<file path="config.mk">
export PLATFORM = sky130hd
export DESIGN_NAME = pwm_regs_multich_flat
export DESIGN_NICKNAME = d
export VERILOG_FILES = /design/src/rtl/pwm_regs_multich_if.sv /design/src/rtl/pwm_regs_multich.sv /design/src/flat_wrapper.sv
export SDC_FILE = /design/constraint.sdc
export NUM_CORES = 1
export LEC_CHECK = 0
export ABC_CLOCK_PERIOD_IN_PS = 2550
export CAP_MARGIN = 20
export CELL_PAD_IN_SITES_DETAIL_PLACEMENT = 1
export CELL_PAD_IN_SITES_GLOBAL_PLACEMENT = 2
export CORE_UTILIZATION = 34
export CTS_CLUSTER_DIAMETER = 200
export DETAILED_ROUTE_END_ITERATION = 6
export GPL_ROUTABILITY_DRIVEN = 0
export PLACE_DENSITY = 0.83
export SLEW_MARGIN = 5
export SYNTH_ARGS = -nofsm -noshare
export SYNTH_HDL_FRONTEND = slang
export SYNTH_SLANG_ARGS = --single-unit
export TNS_END_PERCENT = 1
</file>
<file path="constraint.sdc">
create_clock -name clk -period 2.55 [get_ports clk]
set_input_delay 0.255 -clock clk [delete_from_list [all_inputs] [get_ports clk]]
set_output_delay 0.255 -clock clk [all_outputs]
set_load 0.02 [all_outputs]
</file>
<file path="src/rtl/pwm_regs_multich_if.sv">
`default_nettype none
// ============================================================================
// Module      : pwm_regs_multich_if
// Description : Byte-wide register bus between the address decoder and the
//               multi-channel PWM register bank.
// Revision    : 1.0 - initial release
// ============================================================================
interface pwm_regs_multich_if #(
   parameter int ADDR_W = 6
);
   logic              read;
   logic              write;
   logic [ADDR_W-1:0] addr;
   logic [7:0]        data_read;
   logic [7:0]        data_write;

   modport master (output read, write, addr, data_write, input  data_read);
   modport slave  (input  read, write, addr, data_write, output data_read);
endinterface
`default_nettype wire

</file>
<file path="src/rtl/pwm_regs_multich.sv">
`default_nettype none
// ============================================================================
// Module      : pwm_regs_multich
// Description : Multi-channel PWM register bank. Per channel it holds config,
//               staged period/compare values that move to the active copies
//               together at a period boundary, a sticky W1C wrap flag and a
//               combined registered interrupt.
// Revision    : 1.0 - initial release
// ============================================================================
module pwm_regs_multich #(
   parameter int NUM_CH = 4,
   parameter int CNT_W  = 16,
   parameter int ADDR_W = 6
) (
   input  logic                    clk,
   input  logic                    rst_n,
   pwm_regs_multich_if.slave       bus,
   input  logic [NUM_CH*CNT_W-1:0] counter_val,
   input  logic [NUM_CH-1:0]       update_evt,
   output logic [NUM_CH*CNT_W-1:0] period,
   output logic [NUM_CH*CNT_W-1:0] compare1,
   output logic [NUM_CH*CNT_W-1:0] compare2,
   output logic [NUM_CH-1:0]       en,
   output logic [NUM_CH-1:0]       upnotdown,
   output logic [NUM_CH-1:0]       pwm_en,
   output logic [NUM_CH-1:0]       count_reset,
   output logic [NUM_CH*8-1:0]     prescale,
   output logic [NUM_CH*8-1:0]     functions,
   output logic                    irq
);
   localparam int   c_ch_w       = ADDR_W - 4;
   localparam bit   c_has_hi     = (CNT_W > 8);
   localparam logic [3:0] c_off_per_l  = 4'h0;
   localparam logic [3:0] c_off_per_h  = 4'h1;
   localparam logic [3:0] c_off_ctrl   = 4'h2;
   localparam logic [3:0] c_off_cmp1_l = 4'h3;
   localparam logic [3:0] c_off_cmp1_h = 4'h4;
   localparam logic [3:0] c_off_cmp2_l = 4'h5;
   localparam logic [3:0] c_off_cmp2_h = 4'h6;
   localparam logic [3:0] c_off_cnt_rs = 4'h7;
   localparam logic [3:0] c_off_cnt_l  = 4'h8;
   localparam logic [3:0] c_off_cnt_h  = 4'h9;
   localparam logic [3:0] c_off_presc  = 4'hA;
   localparam logic [3:0] c_off_func   = 4'hB;
   localparam logic [3:0] c_off_status = 4'hC;
   localparam logic [3:0] c_off_commit = 4'hD;

   logic [c_ch_w-1:0]   w_chan;
   logic [3:0]          w_off;
   logic [NUM_CH*8-1:0] w_rd_ch;
   logic [NUM_CH-1:0]   w_irq_src;
   logic [7:0]          w_data_read;
   logic                r_irq;

   assign w_chan = bus.addr[ADDR_W-1:4];
   assign w_off  = bus.addr[3:0];

   for (genvar n = 0; n < NUM_CH; n++) begin : g_ch
      // Values are held 16 bits wide; with an 8-bit counter the high bytes stay 0.
      logic [15:0] r_per_stg, r_cmp1_stg, r_cmp2_stg;
      logic [15:0] r_per_act, r_cmp1_act, r_cmp2_act;
      logic [3:0]  r_ctrl;
      logic [7:0]  r_prescale, r_functions;
      logic        r_pending, r_wrap, r_cnt_reset;
      logic        w_wr, w_xfer;
      logic [15:0] w_cnt;
      logic [7:0]  w_rd;

      assign w_wr   = bus.write && (w_chan == c_ch_w'(n));
      // A stopped counter never produces update_evt, so commit immediately when disabled.
      assign w_xfer = r_pending && (update_evt[n] || !r_ctrl[0]);

      if (CNT_W > 8) begin : g_cnt_wide
         assign w_cnt = counter_val[n*CNT_W +: 16];
      end else begin : g_cnt_narrow
         assign w_cnt = {8'h00, counter_val[n*CNT_W +: 8]};
      end

      // Register writes, atomic staging->active transfer and sticky wrap flag
      always_ff @(posedge clk) begin
         if (!rst_n) begin
            r_per_stg   <= '0;
            r_cmp1_stg  <= '0;
            r_cmp2_stg  <= '0;
            r_per_act   <= '0;
            r_cmp1_act  <= '0;
            r_cmp2_act  <= '0;
            r_ctrl      <= '0;
            r_prescale  <= '0;
            r_functions <= '0;
            r_pending   <= 1'b0;
            r_wrap      <= 1'b0;
            r_cnt_reset <= 1'b0;
         end else begin
            r_cnt_reset <= w_wr && (w_off == c_off_cnt_rs);
            // Transfer reads the pre-edge staging values; a same-edge staging write stays staged.
            if (w_xfer) begin
               r_per_act  <= r_per_stg;
               r_cmp1_act <= r_cmp1_stg;
               r_cmp2_act <= r_cmp2_stg;
               r_pending  <= 1'b0;
            end
            if (update_evt[n]) begin
               r_wrap <= 1'b1;
            end else if (w_wr && (w_off == c_off_status) && bus.data_write[0]) begin
               r_wrap <= 1'b0;
            end
            if (w_wr) begin
               case (w_off)
                  c_off_per_l:  r_per_stg[7:0]  <= bus.data_write;
                  c_off_per_h:  if (c_has_hi) r_per_stg[15:8]  <= bus.data_write;
                  c_off_ctrl:   r_ctrl          <= bus.data_write[3:0];
                  c_off_cmp1_l: r_cmp1_stg[7:0] <= bus.data_write;
                  c_off_cmp1_h: if (c_has_hi) r_cmp1_stg[15:8] <= bus.data_write;
                  c_off_cmp2_l: r_cmp2_stg[7:0] <= bus.data_write;
                  c_off_cmp2_h: if (c_has_hi) r_cmp2_stg[15:8] <= bus.data_write;
                  c_off_presc:  r_prescale      <= bus.data_write;
                  c_off_func:   r_functions     <= bus.data_write;
                  // Arming wins over the transfer clear so a commit is never lost.
                  c_off_commit: if (bus.data_write[0]) r_pending <= 1'b1;
                  default: ;
               endcase
            end
         end
      end

      // Per-channel read data; period/compare offsets expose the staging copies
      always_comb begin
         w_rd = 8'h00;
         case (w_off)
            c_off_per_l:  w_rd = r_per_stg[7:0];
            c_off_per_h:  w_rd = r_per_stg[15:8];
            c_off_ctrl:   w_rd = {4'h0, r_ctrl};
            c_off_cmp1_l: w_rd = r_cmp1_stg[7:0];
            c_off_cmp1_h: w_rd = r_cmp1_stg[15:8];
            c_off_cmp2_l: w_rd = r_cmp2_stg[7:0];
            c_off_cmp2_h: w_rd = r_cmp2_stg[15:8];
            c_off_cnt_l:  w_rd = w_cnt[7:0];
            c_off_cnt_h:  w_rd = w_cnt[15:8];
            c_off_presc:  w_rd = r_prescale;
            c_off_func:   w_rd = r_functions;
            c_off_status: w_rd = {6'h00, r_pending, r_wrap};
            default:      w_rd = 8'h00;
         endcase
      end

      assign w_rd_ch[n*8 +: 8]            = w_rd;
      assign w_irq_src[n]                 = r_wrap & r_ctrl[3];
      assign period[n*CNT_W +: CNT_W]     = r_per_act[CNT_W-1:0];
      assign compare1[n*CNT_W +: CNT_W]   = r_cmp1_act[CNT_W-1:0];
      assign compare2[n*CNT_W +: CNT_W]   = r_cmp2_act[CNT_W-1:0];
      assign en[n]                        = r_ctrl[0];
      assign upnotdown[n]                 = r_ctrl[1];
      assign pwm_en[n]                    = r_ctrl[2];
      assign count_reset[n]               = r_cnt_reset;
      assign prescale[n*8 +: 8]           = r_prescale;
      assign functions[n*8 +: 8]          = r_functions;
   end

   // Channel select for read data; unpopulated channels and idle bus read 0
   always_comb begin
      w_data_read = 8'h00;
      if (bus.read) begin
         for (int i = 0; i < NUM_CH; i++) begin
            if (w_chan == c_ch_w'(i)) begin
               w_data_read = w_rd_ch[i*8 +: 8];
            end
         end
      end
   end

   assign bus.data_read = w_data_read;

   // Interrupt registered from the wrap flags, lagging them by one cycle
   always_ff @(posedge clk) begin
      if (!rst_n) begin
         r_irq <= 1'b0;
      end else begin
         r_irq <= |w_irq_src;
      end
   end

   assign irq = r_irq;
endmodule
`default_nettype wire

</file>
<file path="src/flat_wrapper.sv">
// flat-port wrapper written by rule: the top's interface ports become plain ports
module pwm_regs_multich_flat 
#(
   parameter int NUM_CH = 4,
   parameter int CNT_W  = 16,
   parameter int ADDR_W = 6
)
  (clk, rst_n, counter_val, update_evt, period, compare1, compare2, en, upnotdown, pwm_en, count_reset, prescale, functions, irq, bus_read, bus_write, bus_addr, bus_data_write, bus_data_read);
  pwm_regs_multich_if #(.ADDR_W(ADDR_W)) bus_i ();
  input  logic clk;
  input  logic rst_n;
  input  logic [NUM_CH*CNT_W-1:0] counter_val;
  input  logic [NUM_CH-1:0] update_evt;
  output logic [NUM_CH*CNT_W-1:0] period;
  output logic [NUM_CH*CNT_W-1:0] compare1;
  output logic [NUM_CH*CNT_W-1:0] compare2;
  output logic [NUM_CH-1:0] en;
  output logic [NUM_CH-1:0] upnotdown;
  output logic [NUM_CH-1:0] pwm_en;
  output logic [NUM_CH-1:0] count_reset;
  output logic [NUM_CH*8-1:0] prescale;
  output logic [NUM_CH*8-1:0] functions;
  output logic irq;
  input wire logic [$bits(bus_i.read)-1:0] bus_read;
  input wire logic [$bits(bus_i.write)-1:0] bus_write;
  input wire logic [$bits(bus_i.addr)-1:0] bus_addr;
  input wire logic [$bits(bus_i.data_write)-1:0] bus_data_write;
  output wire logic [$bits(bus_i.data_read)-1:0] bus_data_read;
  assign bus_i.read = bus_read;
  assign bus_i.write = bus_write;
  assign bus_i.addr = bus_addr;
  assign bus_i.data_write = bus_data_write;
  assign bus_data_read = bus_i.data_read;
  pwm_regs_multich #(.NUM_CH(NUM_CH), .CNT_W(CNT_W), .ADDR_W(ADDR_W)) u_core (.clk(clk), .rst_n(rst_n), .bus(bus_i), .counter_val(counter_val), .update_evt(update_evt), .period(period), .compare1(compare1), .compare2(compare2), .en(en), .upnotdown(upnotdown), .pwm_en(pwm_en), .count_reset(count_reset), .prescale(prescale), .functions(functions), .irq(irq));
endmodule
</file>
==> impl_results.md, run 1 <==
- Violated checks: negative setup slack
- Worst EP required: 2.30 ns
- Core Util, Final: 0.474
- Fin Setup TNS: -0.377 ns
- Post-route cell area: 28,700 um2
- IO buf count: 366
- FFs w/ async S/R, synth: 0
- Vias per Instance: 5.60
- DP Wirelength: 72.5 mm
- # DRC: 0
- Top Ports: 367
- H-tree levels: 2
- Placement Setup Slack: -0.441 ns
- Hold Crit Class: in2reg
- Unrepaired setup endpoints after global routing: true
- Synth Warn #: 0
- Clock Tree Root: clkbuf_16
- Initial antenna violation count: 1
- Critical Path AT: 2.38 ns
- Hold Fails Final Rpt: 0
- Num Clock Sinks: 477
- Worst reg2reg path depth: 5
- Chip Width: 250 um
- Max VDD drop: 486 uV
- Unique masters post-synth: 73
- Total power: 16.7 mW
- DRT Wirelength: 97.6 mm
- Num rows: 90
- Die height: 250 um
- Inserted Clock Buffers: 53
- Hold-critical path depth: 2
- Synthesized instance count: 2,563
- Most frequent cells in the layout: nand2_1, a21boi_0, dfxtp_1
- Largest net degree at the start of global routing: 121
- Clock power share: 0.471
- Setup WS post-layout: -0.0895 ns
- Worst-Margin Slew: 0.788 ns
- Final setup viols: 7
- Clock-pin slew on the worst setup and hold paths: 0.06 ns
- Grt total ovfl: 0
- R2r startpoint: u_core.g_ch[0].r_ctrl[0]$_SDFFE_PN0P_
- Vias: 21,600
- GRT Util Overall: 0.304
- Max clock buf depth: 3
- First-pass GRT wire length: 143 mm
- Initial drt markers: 2,080
- Clk Latency, worst-skew pair: 0.61 ns
- Layout cells sized above 1: 0.154
- Hold Crit Endpoint: u_core.g_ch[1].r_cmp2_act[11]$_SDFFE_PN0P_
- Vias in the first global route: 21,700
- Setup crit start kind: primary input
- Clock skew: 0.0119 ns
- Cell Pwr Density: 580 nW/um2
- Crit end category: primary output
- Most common cell after layout, fill and taps aside: nand2_1
- Flop and latch count out of synthesis: 477
- Leak pwr: 9.53 nW
- Placement Cell Area: 26,500 um2
- Worst r2r dst: u_core.g_ch[0].r_per_act[5]$_SDFFE_PN0P_
- Fmax: 379 MHz
- Flop2flop setup slack: 0.94 ns
- Syn Area/Cell: 8.17 um2
- Post-layout min period: 2.64 ns
- Worst hold start: rst_n
- Nets: 3,112
- Sequential group share of total power: 0.450
- Sw Pwr: 4.01 mW
- Critical Setup Path Class: in2out
- CP max FO: 15
- Filler cells: 7,088
- TritonRoute pass-1 iters: 7
- Die area: 62,600 um2
- Clock tree from TritonCTS: yes
- Period utilization: 1.04
- WL/cell: 25.3 um
- Max-slew violation count: 0
- Core footprint: 60,600 um2
- Int Pwr: 12.7 mW
- Hold_buf cts: 0
- Post-synthesis instance area: 21,000 um2
- Sw Ratio: 0.241
- Post-Syn Nets: 2,649
- Combinational share of power: 0.079
- Max-Cap Viols: 0
- Prevailing post-synth register cell: dfxtp_1
- Initial core utilization: 0.346
- Slew headroom: 0.475
- Seq/Total Area, Yosys: 0.456
- Area Growth Syn to Fin: 37.0%
- Number of synthesized flops with an enable pin: 0
- Post-route ant nets: 0
- Status: complete, but fails checks
==> through the flow <==
stage          instances  hold WS, ns
2_1_floorplan       2563        0.390
3_3_place_gp        3748        0.455
3_5_place_dp        3748        0.455
4_1_cts             3849       0.0785
5_1_grt             3851        0.103
6_report            3851       0.0949
==> cells in the mapped netlist (3+ instances only) <==
cell type | number | share of area
and3_1 | 5 | 0.0015
a22oi_1 | 68 | 0.024
clkbuf_1 | 121 | 0.022
o22ai_1 | 5 | 0.0015
o2111ai_1 | 5 | 0.0021
mux2i_1 | 20 | 0.0096
inv_1 | 7 | 0.0013
a221o_1 | 3 | 0.0014
nand2b_1 | 7 | 0.0021
nand2_1 | 992 | 0.18
o21ai_0 | 9 | 0.0021
and2_1 | 10 | 0.0030
buf_2 | 27 | 0.0064
o211ai_1 | 3 | 0.0011
nand3_1 | 26 | 0.0062
a31oi_1 | 5 | 0.0015
buf_6 | 8 | 0.0043
nand4_1 | 3 | 0.00090
nor3_1 | 6 | 0.0014
a32oi_1 | 12 | 0.0050
nor2_1 | 47 | 0.0084
o2bb2ai_1 | 3 | 0.0013
mux2_2 | 19 | 0.010
nor2_2 | 5 | 0.0015
o221ai_1 | 7 | 0.0029
buf_4 | 30 | 0.011
a211oi_1 | 4 | 0.0014
and4bb_2 | 3 | 0.0018
a22o_1 | 26 | 0.011
nor2_4 | 8 | 0.0043
a21boi_0 | 446 | 0.16
a21oi_1 | 20 | 0.0048
a221oi_1 | 16 | 0.0067
buf_1 | 11 | 0.0020
a41o_1 | 4 | 0.0019
dfxtp_1 | 477 | 0.46
and2b_1 | 4 | 0.0014
a2bb2oi_1 | 4 | 0.0017
mux4_2 | 3 | 0.0032
a21boi_1 | 20 | 0.0072
nor2b_1 | 15 | 0.0045
==> logic make-up after synthesis <==
family	count (synthesis)	share of synthesized area
compound gates	687	0.249
buf+inv	208	0.0487
flops	477	0.456
mux	42	0.0230
simple gates	1149	0.224
==> metal layers <==
| metal | global-route usage | wire length [um] |
|---|---|---|
| met1 | 0.402 | 41500 |
| met2 | 0.484 | 44000 |
| met3 | 0.0550 | 7620 |
| met4 | 0.134 | 4480 |
| met5 | 0 | 0 |
==> area by class of cell <==
| cell class | instances | area, um2 | area share |
|---|---|---|---|
| Clock buffer | 83 | 1660 | 0.0579 |
| Sequential cell | 477 | 9620 | 0.335 |
| Inverter | 9 | 33.8 | 0.00118 |
| Antenna cell | 1 | 2.50 | 0.0000872 |
| Tap cell | 782 | 978 | 0.0341 |
| Multi-Input combinational cell | 1878 | 10700 | 0.373 |
| Timing Repair Buffer | 607 | 5600 | 0.195 |
| Clock inverter | 14 | 124 | 0.00431 |
==> sequential cells by signal, indices dropped and copies added (netlist names), 16 cells and up <==
name	flops
u_core.g_ch.r_ctrl	16
u_core.g_ch.r_per_act	64
u_core.g_ch.r_functions	32
u_core.g_ch.r_cmp1_act	64
u_core.g_ch.r_per_stg	64
u_core.g_ch.r_cmp1_stg	64
u_core.g_ch.r_cmp2_act	64
u_core.g_ch.r_cmp2_stg	64
u_core.g_ch.r_prescale	32
==> worst max-delay path, cell delays in order <==
cell,delay [ns]
buf_8,0.14
buf_4,0.19
buf_4,0.17
buf_4,0.16
mux2i_2,0.19
o32ai_2,0.29
a221o_1,0.24
nand2_2,0.10
nor4_4,0.41
buf_4,0.22
==> power groups by stage <==
stage	Combinational [mW]	Clock, mW	Sequential, mW
detailed placement	1.22	0	7.67
finish	1.31	7.86	7.50
CTS	1.25	7.96	7.50
global placement	1.20	0	7.67
global route	1.34	8.25	7.49
floorplan	0.558	0	7.66
==> timing repair <==
| action | CTS | global route |
|---|---|---|
| cloned | 0 | 0 |
| pin swaps | 29 | 21 |
| endpoints found under the setup margin | 8 | 8 |
| buffers inserted | 7 | 2 |
| endpoints found under the hold margin | 0 | 0 |
| resized for setup | 91 | 36 |
==> how the worst max path moves through the flow <==
stage | endpoint | start
after floorplan | bus_data_read[0] | bus_addr[3]
after global placement | bus_data_read[1] | counter_val[25]
after detailed placement | bus_data_read[1] | bus_addr[3]
after CTS | bus_data_read[0] | u_core.g_ch[3].r_cmp1_stg[8]$_SDFFE_PN0P_
after global routing | bus_data_read[5] | u_core.g_ch[0].r_cmp1_stg[5]$_SDFFE_PN0P_
final | bus_data_read[0] | bus_addr[3]
Note: power is estimated with default switching activity, not from simulation.
==> run 2: changes to the inputs <==
Settings changed: PLACE_DENSITY 0.83 to default, PLACE_DENSITY_LB_ADDON from default to 0.1.
==> run 2 against run 1 <==
The run still ends with negative setup slack left; final cell count fell by 0.80%; first-iteration DRC count fell by 6.2%; cell area fell by 1.2%; die area did not move; count of clock-buffer cells in the layout fell by 3; largest cell class unchanged.
==> impl_results.md, run 2 (synthesis results as in run 1) <==
- Status: complete, but fails checks
- Violated checks: negative setup slack
- Initial drt markers: 1,951
- Vias: 21,200
- Num Clock Sinks: 477
- R2r startpoint: u_core.g_ch[0].r_ctrl[0]$_SDFFE_PN0P_
- CP max FO: 10
- Most frequent CP cell: buf_4
- Die height: 250 um
- Initial core utilization: 0.346
- Crit end category: primary output
- Vias in the first global route: 21,500
- Total power: 16.3 mW
- Chip Width: 250 um
- Worst hold start: rst_n
- Non-Filler Instances: 3,820
- Grt total ovfl: 0
- CP Cell Sequence: buf_4 -> buf_4 -> or2_1 -> nor2_4 -> buf_4 -> a22oi_1 -> o221ai_2 -> o22ai_1 -> a211oi_2 -> buf_6
- Layout cells sized above 1: 0.147
- Cell Pwr Density: 573 nW/um2
- Critical Path AT: 2.39 ns
- Core Util, Final: 0.468
- Period utilization: 1.04
- Clk Latency, worst-skew pair: 0.61 ns
- Leak pwr: 9.33 nW
- Setup WS post-layout: -0.0903 ns
- Die area: 62,600 um2
- Filler cells: 7,142
- Nets: 3,085
- IO buf count: 366
- Sequential Area: 9620 um2
- Hold Crit Class: in2reg
- Most common cell after layout, fill and taps aside: nand2_1
- Max-Cap Viols: 0
- Core footprint: 60,600 um2
- Clock skew: 0.0253 ns
- Max clock buf depth: 3
- WL/cell: 26.0 um
- DP Wirelength: 74.2 mm
- Max VDD drop: 499 uV
- TritonRoute pass-1 iters: 6
- Clock Tree Root: clkbuf_16
- Peak per-stage delay on the critical path: 0.42 ns
- Vias per Instance: 5.54
- Unrepaired setup endpoints after global routing: true
- Slew headroom: 0.510
- Worst-Margin Slew: 0.734 ns
- Post-layout min period: 2.64 ns
- Largest net degree at the start of global routing: 129
- Inserted Clock Buffers: 53
- Initial antenna violation count: 4
- DRT Wirelength: 99.1 mm
- Num rows: 90
- GRT Util Overall: 0.309
- H-tree levels: 2
- Fmax: 379 MHz
- CP max-delay cell: a211oi_2
- Dpl cells: 3,724
- Top Ports: 367
- Clock tree from TritonCTS: yes
- First-pass GRT wire length: 145 mm
- # DRC: 0
- Worst EP required: 2.30 ns
- Setup crit start kind: primary input
- Final setup viols: 5
- Hold_buf cts: 0
- Post-route ant nets: 0
- Max-slew violation count: 0
- Area Growth Syn to Fin: 35.4%
- Multi-input logic area: 10,700 um2
- Hold Fails Final Rpt: 0
- Most frequent cells in the layout: nand2_1, a21boi_0, dfxtp_1
- Origin of the worst setup path: bus_addr[1]
- Critical Setup Path Class: in2out
- Clock-pin slew on the worst setup and hold paths: 0.06 ns
run 2: changes by cell type in the layout (fill, tap and decap cells not counted), sizes merged, moves of 2 or more:
| cell | previous run | this run |
|---|---|---|
| buf | 254 | 226 |
| clkinv | 12 | 8 |
| clkbuf | 83 | 81 |
| clkinvlp | 0 | 2 |
run 2: what timing repair did:
item | CTS | global route
resized for setup | 85 | 58
setup buffers | 4 | 4
pin swaps | 20 | 27
hold endpoints to repair | 0 | 0
setup endpoints to repair | 8 | 8
run 2: metal layers:
layer  global-route usage  vias up  part of all wire
li1                     -     9545                 -
met1                0.413    10500              0.43
met2                0.487      933              0.45
met3               0.0585      213             0.075
met4                0.130        0             0.045
met5                    0        -                 0
run 2: worst paths after layout:
check                                                    end  slack [ns]  depth (start not counted)
setup / recovery                            bus_data_read[2]       -0.09                         10
hold reg to reg     u_core.g_ch[2].r_per_act[5]$_SDFFE_PN0P_        0.46                          2
hold / removal    u_core.g_ch[1].r_functions[1]$_SDFFE_PN0P_        0.14                          2
setup reg to reg   u_core.g_ch[0].r_per_act[10]$_SDFFE_PN0P_        0.87                          5
run 2: layout make-up:
type,count,area share
clock inverter,12,0.00344
antenna,2,0.000176
timing repair buffer,580,0.189
sequential,477,0.339
tap,782,0.0345
multi-input combinational,1878,0.378
clock buffer,80,0.0549
inverter,9,0.00119
run 2: where the power goes:
part | switching [mW] | leakage, nW | internal (mW) | total [mW]
logic | 0.764 | 4.64 | 0.523 | 1.29
registers | 0.0342 | 3.87 | 7.47 | 7.50
clock network | 3.20 | 0.814 | 4.28 | 7.48
total | 3.99 | 9.33 | 12.3 | 16.3
run 2: metrics by stage:
step	hold slack (ns)	setup slack, ns	instance area [um2]	setup TNS, ns
2_1_floorplan	0.390	0.329	21000	0
4_1_cts	0.125	-0.102	28200	-0.565
6_report	0.139	-0.0903	28400	-0.312
5_1_grt	0.138	-0.129	28400	-0.593
3_3_place_gp	0.453	-0.480	26300	-3.39
3_5_place_dp	0.458	-0.597	26300	-4.10
run 2: worst max-delay path: cells and delay by family:
family	cells	cell delay [ns]
simple gates	2	0.50
buf+inv	4	0.70
compound gates	4	0.92
==> run 3: changes to the inputs <==
Settings changed: CORE_UTILIZATION 34 to 30, PLACE_DENSITY from default to 0.78, PLACE_DENSITY_LB_ADDON 0.1 to default.
==> run 3 against run 2 <==
Critical path depth down 4; die area up 13%; the flow still finishes with violations (negative setup slack); non-clock buffer count down 19; via count up 0.49%; maximum frequency up 1.0%; clock power up 1%; count of clock-buffer cells in the layout down 2; sequential power about the same; hold slack worse by 0.090 ns; core utilization down 5.4 points; register-to-register slack better by 0.09 ns.
==> impl_results.md, run 3 (synthesis results as in run 1) <==
- Largest net degree at the start of global routing: 178
- Clock power share: 0.463
- Clock tree from TritonCTS: yes
- Area Growth Syn to Fin: 36.1%
- Num Clock Sinks: 477
- Inserted Clock Buffers: 53
- Sw Pwr: 4.00 mW
- Vias per Instance: 5.39
- DP Wirelength: 76.0 mm
- Post-route cell area: 28,500 um2
- # DRC: 0
- Die height: 266 um
- Max clock buf depth: 3
- Vias: 21,300
- Critical Setup Path Class: reg2out
- H-tree levels: 2
- Post-layout min period: 2.61 ns
- Violated checks: negative setup slack
- Sequential group share of total power: 0.459
- WL/cell: 25.6 um
- Nets: 3,066
- Top Ports: 367
- Worst-Margin Slew: 0.731 ns
- Setup crit start kind: flip-flop
- CP max FO: 3
- Clock skew: 0.0212 ns
- Leak pwr: 9.25 nW
- Hold Fails Final Rpt: 0
- Combinational share of power: 0.079
- Hold Crit Class: in2reg
- Cell Pwr Density: 573 nW/um2
- Core footprint: 68,800 um2
- Vias in the first global route: 21,600
- Max VDD drop: 439 uV
- Initial antenna violation count: 3
- Worst EP required: 2.30 ns
- GRT Util Overall: 0.279
- Clock-pin slew on the worst setup and hold paths: 0.07 ns
- Chip Width: 266 um
- Max-Cap Viols: 0
- Unrepaired setup endpoints after global routing: true
- Clk Latency, worst-skew pair: 0.61 ns
- Initial drt markers: 2,133
- Die area: 70,900 um2
- DRT Wirelength: 101 mm
- Final setup viols: 5
- IO buf count: 366
- Setup WS post-layout: -0.0632 ns
- Post-route ant nets: 0
- TritonRoute pass-1 iters: 6
- Sw Ratio: 0.244
- Slew headroom: 0.513
- Status: complete, but fails checks
- Int Pwr: 12.4 mW
- Period utilization: 1.02
- Most frequent cells in the layout: nand2_1, a21boi_0, dfxtp_1
- Core Util, Final: 0.414
- Num rows: 96
- Critical Path AT: 2.36 ns
- Initial core utilization: 0.304
- Layout cells sized above 1: 0.139
- First-pass GRT wire length: 146 mm
- Fmax: 383 MHz
- Max-slew violation count: 0
- Crit end category: primary output
- WHS: 0.0488 ns
- Clock Tree Root: clkbuf_16
- Total power: 16.4 mW
- Placement Cell Area: 26,300 um2
- Most common cell after layout, fill and taps aside: nand2_1
- Grt total ovfl: 0
- Hold_buf cts: 0
==> run 3: cell types whose count changed in the layout (fill, tap and decap cells not counted), moves of 3 or more <==
cell	previous run	this run
a21oi_2	4	1
a221oi_2	4	7
buf_12	7	10
buf_4	209	183
buf_6	7	13
clkbuf_8	13	9
dfxtp_1	433	440
dfxtp_2	36	27
==> run 3: worst paths after layout <==
kind                                                  start                                         end  slack [ns]  depth (start not counted)
setup / recovery  u_core.g_ch[1].r_cmp2_stg[5]$_SDFFE_PN0P_                            bus_data_read[5]       -0.06                          6
hold / removal                                        rst_n  u_core.g_ch[1].r_functions[4]$_SDFFE_PN0P_        0.05                          2
setup reg to reg      u_core.g_ch[2].r_ctrl[0]$_SDFFE_PN0P_   u_core.g_ch[2].r_per_act[12]$_SDFFE_PN0P_        0.96                          5
hold reg to reg   u_core.g_ch[3].r_cmp1_act[6]$_SDFFE_PN0P_   u_core.g_ch[3].r_cmp1_act[6]$_SDFFE_PN0P_        0.46                          2
==> run 3: cell type report <==
cell class	instances	area, um2
fillers	8026	40300
inverters	9	33.8
clock buffers	78	1510
well taps	931	1160
diodes	1	2.50
clock inverters	14	155
flip-flops and latches	477	9620
multi-input cells	1878	10800
repair buffers	561	5280
==> run 3: worst max-delay path, cell delays in order, from the launching register on <==
cell	delay, ns
dfxtp_1	0.46
mux2i_1	0.13
o22a_1	0.21
nor2_1	0.11
o22ai_2	0.15
a2111oi_4	0.51
buf_6	0.19
==> run 3: per-layer routing <==
layer  track usage  wire length, um  vias up
li1              -                -     9498
met4         0.108             4020        2
met3        0.0494             7780      208
met5             0               17        -
met1         0.369            42900    10700
met2         0.449            46600      904
==> run 3: repair_timing <==
action,CTS,global route
pin swaps,25,26
resized for setup,83,54
endpoints found under the setup margin,8,8
endpoints found under the hold margin,0,0
buffers inserted,9,0
cloned,0,0
==> run 3: through the flow <==
step                worst slack, ns  setup TNS (ns)  std cells
floorplan                     0.329               0       2563
global placement             -0.432           -1.24       3853
detailed placement           -0.383           -1.47       3853
CTS                         -0.0744          -0.343       3948
global route                -0.0557          -0.222       3949
finish                      -0.0632          -0.172       3949
==> run 3: power groups by stage <==
stage	Combinational (mW)	Sequential [mW]	Clock (mW)
3_5_place_dp	1.19	7.67	0
5_1_grt	1.31	7.49	8.01
6_report	1.29	7.50	7.57
3_3_place_gp	1.17	7.67	0
2_1_floorplan	0.558	7.66	0
4_1_cts	1.22	7.50	7.71
